`src/rtl/regfile_mp_pkg.sv`:
```
// Shared definitions for the multi-port register file: default geometry,
// the zero-register index and legacy bus macros kept for older call sites.
`ifndef REGFILE_MP_PKG_MACROS
`define REGFILE_MP_PKG_MACROS
`define RegDataBus 31:0
`define RegAddrBus 4:0
`define REG_NUM    32
`define REG_ZERO   0
`endif

package regfile_mp_pkg;

    localparam int REG_DATA_W   = 32;
    localparam int REG_ADDR_W   = 5;
    localparam int REG_ZERO_IDX = 0;

    function automatic int reg_num(input int addr_w);
        return 1 << addr_w;
    endfunction

endpackage

```
`src/rtl/regfile_wr_arb.sv`:
```
// Reduces all write ports to a single (hit, data) pair for one address;
// the highest-index matching port wins, and the zero register never hits.
module regfile_wr_arb
    import regfile_mp_pkg::*;
#(
    parameter int DATA_W   = REG_DATA_W,
    parameter int ADDR_W   = REG_ADDR_W,
    parameter int NUM_WR   = 2,
    parameter int ZERO_REG = 1
) (
    input  logic [ADDR_W-1:0]        addr_i,
    input  logic [NUM_WR-1:0]        wr_en_i,
    input  logic [NUM_WR*ADDR_W-1:0] wr_addr_i,
    input  logic [NUM_WR*DATA_W-1:0] wr_data_i,
    output logic                     hit_o,
    output logic [DATA_W-1:0]        data_o
);

    logic addr_ok;

    assign addr_ok = (ZERO_REG == 0) || (addr_i != ADDR_W'(REG_ZERO_IDX));

    // Later iterations overwrite earlier ones, giving higher port indices priority.
    always_comb begin
        hit_o  = 1'b0;
        data_o = '0;
        for (int p = 0; p < NUM_WR; p++) begin
            if (addr_ok && wr_en_i[p] && (wr_addr_i[p*ADDR_W +: ADDR_W] == addr_i)) begin
                hit_o  = 1'b1;
                data_o = wr_data_i[p*DATA_W +: DATA_W];
            end
        end
    end

endmodule

```
`src/rtl/regfile_mp.sv`:
```
// Multi-port register file with enable-qualified write bypass, optional
// registered read path and a per-register busy scoreboard for RAW detection.
module regfile_mp
    import regfile_mp_pkg::*;
#(
    parameter int DATA_W   = REG_DATA_W,
    parameter int ADDR_W   = REG_ADDR_W,
    parameter int NUM_RD   = 2,
    parameter int NUM_WR   = 2,
    parameter int RD_REG   = 0,
    parameter int ZERO_REG = 1
) (
    input  logic                     clk,
    input  logic                     rst_n,
    input  logic [NUM_RD-1:0]        rd_en_i,
    input  logic [NUM_RD*ADDR_W-1:0] rd_addr_i,
    output logic [NUM_RD*DATA_W-1:0] rd_data_o,
    output logic [NUM_RD-1:0]        rd_busy_o,
    input  logic [NUM_WR-1:0]        wr_en_i,
    input  logic [NUM_WR*ADDR_W-1:0] wr_addr_i,
    input  logic [NUM_WR*DATA_W-1:0] wr_data_i,
    input  logic                     rsv_en_i,
    input  logic [ADDR_W-1:0]        rsv_addr_i,
    input  logic                     flush_i,
    output logic [2**ADDR_W-1:0]     busy_vec_o
);

    localparam int DEPTH = reg_num(ADDR_W);

    logic [DATA_W-1:0] mem_q     [DEPTH];
    logic [DATA_W-1:0] mem_d     [DEPTH];
    logic [DATA_W-1:0] ent_data  [DEPTH];
    logic [DEPTH-1:0]  ent_hit;
    logic [DEPTH-1:0]  busy_q;
    logic [DEPTH-1:0]  busy_d;

    logic [ADDR_W-1:0] rd_addr   [NUM_RD];
    logic [DATA_W-1:0] rd_byp    [NUM_RD];
    logic [DATA_W-1:0] rd_comb   [NUM_RD];
    logic [DATA_W-1:0] rd_data_q [NUM_RD];
    logic [DATA_W-1:0] rd_data_d [NUM_RD];
    logic [NUM_RD-1:0] rd_hit;

    // One arbiter per entry decodes the write; one per read port drives the bypass.
    for (genvar a = 0; a < DEPTH; a++) begin : g_ent
        regfile_wr_arb #(
            .DATA_W   (DATA_W),
            .ADDR_W   (ADDR_W),
            .NUM_WR   (NUM_WR),
            .ZERO_REG (ZERO_REG)
        ) u_arb (
            .addr_i    (ADDR_W'(a)),
            .wr_en_i   (wr_en_i),
            .wr_addr_i (wr_addr_i),
            .wr_data_i (wr_data_i),
            .hit_o     (ent_hit[a]),
            .data_o    (ent_data[a])
        );
    end

    for (genvar k = 0; k < NUM_RD; k++) begin : g_rd
        assign rd_addr[k] = rd_addr_i[k*ADDR_W +: ADDR_W];

        regfile_wr_arb #(
            .DATA_W   (DATA_W),
            .ADDR_W   (ADDR_W),
            .NUM_WR   (NUM_WR),
            .ZERO_REG (ZERO_REG)
        ) u_arb (
            .addr_i    (rd_addr[k]),
            .wr_en_i   (wr_en_i),
            .wr_addr_i (wr_addr_i),
            .wr_data_i (wr_data_i),
            .hit_o     (rd_hit[k]),
            .data_o    (rd_byp[k])
        );
    end

    always_comb begin
        for (int a = 0; a < DEPTH; a++) begin
            mem_d[a] = ent_hit[a] ? ent_data[a] : mem_q[a];
        end
    end

    always_ff @(posedge clk or negedge rst_n) begin
        if (!rst_n) begin
            for (int a = 0; a < DEPTH; a++) begin
                mem_q[a] <= '0;
            end
        end else begin
            for (int a = 0; a < DEPTH; a++) begin
                mem_q[a] <= mem_d[a];
            end
        end
    end

    // Busy status masks a same-cycle writeback so it agrees with the bypassed data.
    always_comb begin
        rd_data_o = '0;
        rd_busy_o = '0;
        for (int k = 0; k < NUM_RD; k++) begin
            if (rd_hit[k]) begin
                rd_comb[k] = rd_byp[k];
            end else if ((ZERO_REG != 0) && (rd_addr[k] == ADDR_W'(REG_ZERO_IDX))) begin
                rd_comb[k] = '0;
            end else begin
                rd_comb[k] = mem_q[rd_addr[k]];
            end
            rd_busy_o[k]                 = busy_q[rd_addr[k]] & ~rd_hit[k];
            rd_data_d[k]                 = rd_en_i[k] ? rd_comb[k] : rd_data_q[k];
            rd_data_o[k*DATA_W +: DATA_W] = (RD_REG != 0) ? rd_data_q[k] : rd_comb[k];
        end
    end

    always_ff @(posedge clk or negedge rst_n) begin
        if (!rst_n) begin
            for (int k = 0; k < NUM_RD; k++) begin
                rd_data_q[k] <= '0;
            end
        end else begin
            for (int k = 0; k < NUM_RD; k++) begin
                rd_data_q[k] <= rd_data_d[k];
            end
        end
    end

    // Reservation outranks a same-cycle writeback: the new producer owns the register.
    always_comb begin
        busy_d = busy_q;
        if (flush_i) begin
            busy_d = '0;
        end else begin
            for (int a = 0; a < DEPTH; a++) begin
                if (rsv_en_i && (rsv_addr_i == ADDR_W'(a)) &&
                    !((ZERO_REG != 0) && (a == REG_ZERO_IDX))) begin
                    busy_d[a] = 1'b1;
                end else if (ent_hit[a]) begin
                    busy_d[a] = 1'b0;
                end
            end
        end
    end

    always_ff @(posedge clk or negedge rst_n) begin
        if (!rst_n) begin
            busy_q <= '0;
        end else begin
            busy_q <= busy_d;
        end
    end

    assign busy_vec_o = busy_q;

endmodule

```
`config.mk`:
```
export PLATFORM = sky130hd
export DESIGN_NAME = regfile_mp
export DESIGN_NICKNAME = d
export VERILOG_FILES = /design/src/rtl/regfile_mp_pkg.sv /design/src/rtl/regfile_wr_arb.sv /design/src/rtl/regfile_mp.sv
export SDC_FILE = /design/constraint.sdc
export NUM_CORES = 2
export LEC_CHECK = 0
export BUFFER_PORTS_ARGS = -buffer_cell sky130_fd_sc_hd__buf_4
export CAP_MARGIN = 20
export CORE_ASPECT_RATIO = 1.75
export CORE_MARGIN = 1.5
export CORE_UTILIZATION = 46
export DETAILED_ROUTE_END_ITERATION = 16
export MAX_ROUTING_LAYER = met4
export PLACE_DENSITY_LB_ADDON = 0.15
export SLEW_MARGIN = 10
export SYNTH_ARGS = -nofsm -noshare
export SYNTH_HDL_FRONTEND = slang
export SYNTH_SLANG_ARGS = --single-unit
```
`constraint.sdc`:
```
create_clock -name clk -period 1.9 [get_ports clk]
set_input_delay 0 -clock clk [delete_from_list [all_inputs] [get_ports clk]]
set_output_delay 0 -clock clk [all_outputs]
set_load 0.02 [all_outputs]
```
## Yosys cells after proc, flatten, opt, wreduce, memory -nomap -nowiden

Cells that the tools add are included.

| operators by class | value |
|---|---|
| reductions and logical operators | 136 |
| bitwise logic cells | 6 |
| muxes and demuxes | 209 |
| equal/unequal tests | 97 |
| magnitude comparators | 4 |

Operators by type and width:

| cell | count |
|---|---|
| $mux 32 | 75 |
| $bmux 32 s5 | 2 |
| $eq 5x5->1 const B | 48 |
| $mux 1 | 130 |
| $eq 5x4->1 const B | 24 |
| $logic_and 1x1->1 | 101 |
| $reduce_bool 3->1 | 31 |
| $eq 5x3->1 const B | 12 |
| $eq 5x2->1 const B | 6 |
| $eq 5x5->1 | 4 |
| $eq 5x1->1 const B | 3 |
| $ge 6x6->1 const B | 2 |
| $lt 5x6->1 const B | 2 |
| $not 5->6 | 2 |
| $bmux 1 s5 | 2 |
| $logic_not 5->1 | 2 |
| $reduce_bool 5->1 | 2 |
| $and 1x1->1 | 2 |
| $not 1->1 | 2 |

| storage, ports and cells | value |
|---|---|
| bits of input ports | 97 |
| bits in registers | 1023 |
| word-level logic and storage cells | 514 |

## Longest topological paths before layout

| depth | value |
|---|---|
| depth in word-level cells | 7 |
| gate-level depth with buffers | 10 |
| mapped depth without buffers | 5 |

## By module

From an unflattened synthesis, not the netlist that was laid out.

| unflattened totals | value |
|---|---|
| cell total of the unflattened synthesis | 6861 |
| area, all modules | 89392.0 sq um |

Modules (own cells, without submodules):

| module | times used | cells each | seq. area each (sq um) | area each (sq um) |
|---|---|---|---|---|
| regfile_mp | 1 | 3665 | 26400.3 | 56295.2 |
| regfile_wr_arb | 34 | 94 | 0.0 | 973.4 |

## Least setup slack after synthesis

Ideal clock, no wire load.

| timing | value |
|---|---|
| kind | input-to-output |
| start | input rd_addr_i[5] |
| end | output rd_data_o[47] |
| buffers on the path | 3 |
| data required time | 1.900 ns |
| stages on the path | 8 |
| arrival | 1.990 ns |
| path slack | -0.090 ns |
| path through | buf_4 -> buf_4 -> nor2b_1 -> clkbuf_1 -> a221oi_1 -> o21bai_1 -> a21oi_1 -> o311ai_0 |

| on the way | value |
|---|---|
| word-level cells in the longest chain between the ends | 6 |
| elaborated cells on any way between the ends | 18 |
| classes of those cells | eq/ne (2); mux (9); bitwise (1); reduce/logical (6) |

Ends and longest elaborated chain:

| element | RTL line | text |
|---|---|---|
| start, declared | regfile_mp.sv:16 | `input logic [NUM_RD*ADDR_W-1:0] rd_addr_i,` |
| $not 5->6 (not written as such) or $reduce_bool 5->1 (tied branches) | regfile_mp.sv:107, regfile_wr_arb.sv:21 |  |
| $bmux 32 s5 or $logic_and 1x1->1 (tied branches) | regfile_mp.sv:107, regfile_wr_arb.sv:28 |  |
| $mux 32 (not written as such) or $logic_and 1x1->1 (tied branches) | regfile_mp.sv:107, regfile_wr_arb.sv:28 |  |
| $mux 32 (not written as such) (tied with other cells) | regfile_mp.sv:107 | `rd_comb[k] = mem_q[rd_addr[k]];` |
| $mux 32 (tied with other cells) | regfile_mp.sv:104 | `end else if ((ZERO_REG != 0) && (rd_addr[k] == ADDR_W'(REG_ZERO_IDX))) begin` |
| $mux 32 (*) | regfile_mp.sv:102 | `if (rd_hit[k]) begin` |
| end, declared | regfile_mp.sv:17 | `output logic [NUM_RD*DATA_W-1:0] rd_data_o,` |

Mark *: on every way between the ends. The rest lies on a longest branch, timed or not. The select of a mux whose other input is x is not followed.

## Worst setup path after layout

| timing | value |
|---|---|
| start | register mem_q[68] in the netlist's numbering |
| end | output rd_data_o[36] |

| on the way | value |
|---|---|
| word-level cells in the longest chain between the ends | 5 |

Ends and longest elaborated chain:

| element | RTL line | text |
|---|---|---|
| start, declared | regfile_mp.sv:30 | `logic [DATA_W-1:0] mem_q [DEPTH];` |
| start signal, assigned by index | regfile_mp.sv:92 | `mem_q[a] <= mem_d[a];` |
| $bmux 32 s5 | regfile_mp.sv:107 |  |
| $mux 32 (not written as such) (2 in a row) | regfile_mp.sv:107 |  |
| $mux 32 | regfile_mp.sv:104 |  |
| $mux 32 | regfile_mp.sv:102 |  |

Every way passes these cells. The select of a mux whose other input is x is not followed.

==> impl_results.md <==
- Synth Area in XOR/XNOR: 0.268%
- CTS buffer count: 104
- Skew-Pair Late Insertion Delay: 0.76 ns
- Synthesis Warnings: 0
- Required @ worst endpoint: 1.90 ns
- Core area: 0.141 mm2
- Via count of the routed design: 58.8k
- Number of port buffers: 191
- # fillers: 11.8k
- Fin crit period: 2.77 ns
- Period utilisation layout: 146%
- # DRC: 0
- Register area share after synthesis: 39.1%
- PwrDens: 979 mW/mm2
- Adder-cell share of the synthesized area: 0%
- Final Util: 58.5%
- Unrepaired setup endpoints after global routing: yes
- Grt total ovfl: 0
- Biggest area consumer among synthesized cells: dfrtp_1
- Post-DRT Antenna Nets: 0
- Share of cells above drive strength 1: 30.3%
- CTS tree: built
- Row count: 182
- Status: complete, but fails checks
- Mapped Area: 0.0654 mm2
- Die area: 0.145 mm2
- Crit-path slowest cell: mux4_2
- Mux share of post-synthesis cell area: 32.9%
- Largest stage delay, worst path: 0.51 ns
- Via density: 6.66
- Worst-margin pin slew: 0.825 ns
- Comb pwr share: 32.2%
- Failing checks: setup timing
- Hold WS: 0.0315 ns
- Switching power: 26.3 mW
- Vias in the first global route: 59.4k
- Dpl hpwl: 201000 um
- Setup_tns: -47.53 ns
- TritonRoute pass-1 iters: 7
- Simple-gate share of the synthesized area: 9.26%
- Hold Vio Cnt, Final: 0
- Htree depth: 3
- Hold Path Class: primary input to asynchronous set/reset pin
- Power share of the clock group: 27.9%
- Skew final: 0 ns
- Starting density of the core: 46.4%
- Max-slew violation count: 0
- Worst path arrival time: 2.77 ns
- Worst VDD drop: 0.827 mV
- Critical path fanouts, max: 2
- # IOs: 195
- Longest Clk Path Bufs: 3
- CP Capture Type: primary output
- CTS Sinks: 1023
- DRT iter0 DRCs: 6840
- Largest cells by area after synthesis: dfrtp_1 39%, mux2i_1 16%, mux4_2 15%, a21oi_1 6.2%, nor2_1 5.4%
- Chip width: 288 um
- Worst Setup Start Kind: register
- Area growth, synth to finish: 26.0%
- Largest net degree at the start of global routing: 65
- RD Place Congestion: 0.968
- Max Cap Viol: 0
- Netlist cell types: 56
- Synth top area share: 39.1%
- Internal power: 54.4 mW
- CTS Root Cell: clkbuf_16
- Detailed Route WL: 301000 um
- Total track usage: 42.8%
- Cells along the critical path: mux4_2 > o22a_1 > o221ai_2 > nor3_2 > a221o_2 > buf_6
- Min setup slack post-route: -0.870 ns
- Global-route wire length before repair: 430000 um
- Sequential power share: 39.9%
- Die Y: 502 um
- Post-Syn Area per Cell: 10.2 um2
- Post-synthesis compound-gate area fraction: 13.2%
- Leak: 37.1 nW
- Synth Net Count: 6513
- Async SR Flop Fraction: 100%
- Finished Cell Area: 0.0824 mm2
- Main combinational cell family by area after synthesis: multiplexers
- WL per Instance: 34.1 um
- Peak Freq: 0.361 GHz
- Final setup vio count: 66
- Final nets: 6993
- Kind of critical path: register to primary output
- Number of synthesized flops with an enable pin: 0
- Initial antenna violation count: 12
- Cell count after synthesis: 6416
- Top_reg_cell synth: dfrtp_1
- Sw Share: 32.5%
- Commonest cells after routing, fill and taps aside: 1016 x mux2i_1, 1016 x dfrtp_1, 917 x nor2_1
- Seq cells post-synth: 1023
- Rel. slew slack: 45.0%
- Clock transition at path regs: 0.07 ns
- Area of placed instances: 0.0753 mm2
## sequential cells by signal (all words and copies together) (netlist names)
name / count
busy_vec_o: 31
mem_q: 992
## synthesized netlist by cell type (all sizes together) (4+ instances only)
cell type     n
o21ai       252
o221ai       58
nand2b       15
nor4          4
o2111ai      32
a32oi        20
nand2       335
and2         36
nor2        940
nor2b        18
nand4         5
o21bai       33
nor3b         4
nand3        19
a221oi       63
mux2        159
buf         311
and3         12
inv           5
a21o          5
or2           4
o22ai        70
o22a         32
nand3b        9
mux4        423
xnor2        16
nor3         68
o311ai        5
clkbuf      513
a22oi        19
dfrtp      1023
a21oi       816
a221o        53
nand4b        4
xor2          4
mux2i      1017
## through the flow
| stage | total power, mW | setup WS [ns] | cells |
|---|---|---|---|
| final | 80.7 | -0.870 | 8829 |
| after floorplan | 45.4 | 0.0492 | 6416 |
| after CTS | 79.9 | -0.864 | 8800 |
| after global placement | 54.8 | -0.699 | 8485 |
| after global routing | 83.8 | -0.884 | 8827 |
| after detailed placement | 55.6 | -0.723 | 8485 |
## metal layers
metal | GRT usage (%) | vias up | share of wire (%)
li1 | - | 24400 | -
met1 | 47.9 | 29200 | 34
met2 | 65.4 | 3790 | 46
met3 | 10.4 | 1411 | 10
met4 | 33.9 | 0 | 9.8
met5 | - | - | 0
## final timing paths
| path | depth (start not counted) | slack (ns) | endpoint | start |
|---|---|---|---|---|
| setup / recovery | 6 | -0.87 | rd_data_o[36] | mem_q[68]$_DFFE_PN0P_ |
| hold / removal | 3 | 0.03 | mem_q[860]$_DFFE_PN0P_ | rst_n |
| min in group clk | 4 | 0.04 | mem_q[702]$_DFFE_PN0P_ | wr_en_i[1] |
| setup reg to reg | 4 | 0.47 | mem_q[633]$_DFFE_PN0P_ | mem_q[633]$_DFFE_PN0P_ |
| max in group asynchronous | 4 | 1.25 | mem_q[428]$_DFFE_PN0P_ | rst_n |
| hold reg to reg | 2 | 0.56 | mem_q[719]$_DFFE_PN0P_ | mem_q[719]$_DFFE_PN0P_ |
## area by class of cell
class,instances,area [um2],share of cell area (%)
flip-flops and latches,1023,25600,31.1
repair buffers,1198,12400,15.0
inverters,5,18.8,0.0228
multi-input cells,4564,38500,46.7
well taps,1840,2300,2.79
clock buffers,145,3050,3.70
diodes,12,30.0,0.0364
clock inverters,42,553,0.671
## kinds of logic (layout without fill, tap and decap cells)
group,Yosys count,after routing
DFF,1023,1023
buffers and inverters,829,1390
xor gates and xnor gates,20,20
muxes,1599,1599
and+or+nand+nor,1481,1481
other,1,13
AOI/OAI and AO/OA,1463,1463
## power by group through the flow
stage                     clock network (mW)  logic, mW  registers (mW)
after detailed placement                   0       23.2            32.4
after floorplan                            0       14.7            30.7
final                                   22.5       26.0            32.2
after global placement                     0       22.6            32.2
after global routing                    23.4       27.5            32.8
after CTS                               22.7       25.1            32.1
## repair_timing
item / 4_1_cts / 5_1_grt
resized for setup: 333 / 80
setup endpoints to repair: 66 / 75
buffers inserted: 37 / 23
cloned: 0 / 2
hold buffers: 109 / 0
endpoints found under the hold margin: 2046 / 0
pin swaps: 89 / 69
## critical path, delay by kind of cell (launching register included)
family | cells | cell delay [ns]
AO/OA/AOI/OAI | 3 | 0.81
multiplexers | 1 | 0.51
flip-flops | 1 | 0.41
buffers and inverters | 1 | 0.18
AND/OR/NAND/NOR | 1 | 0.10
(Power assumes the default switching activity.)
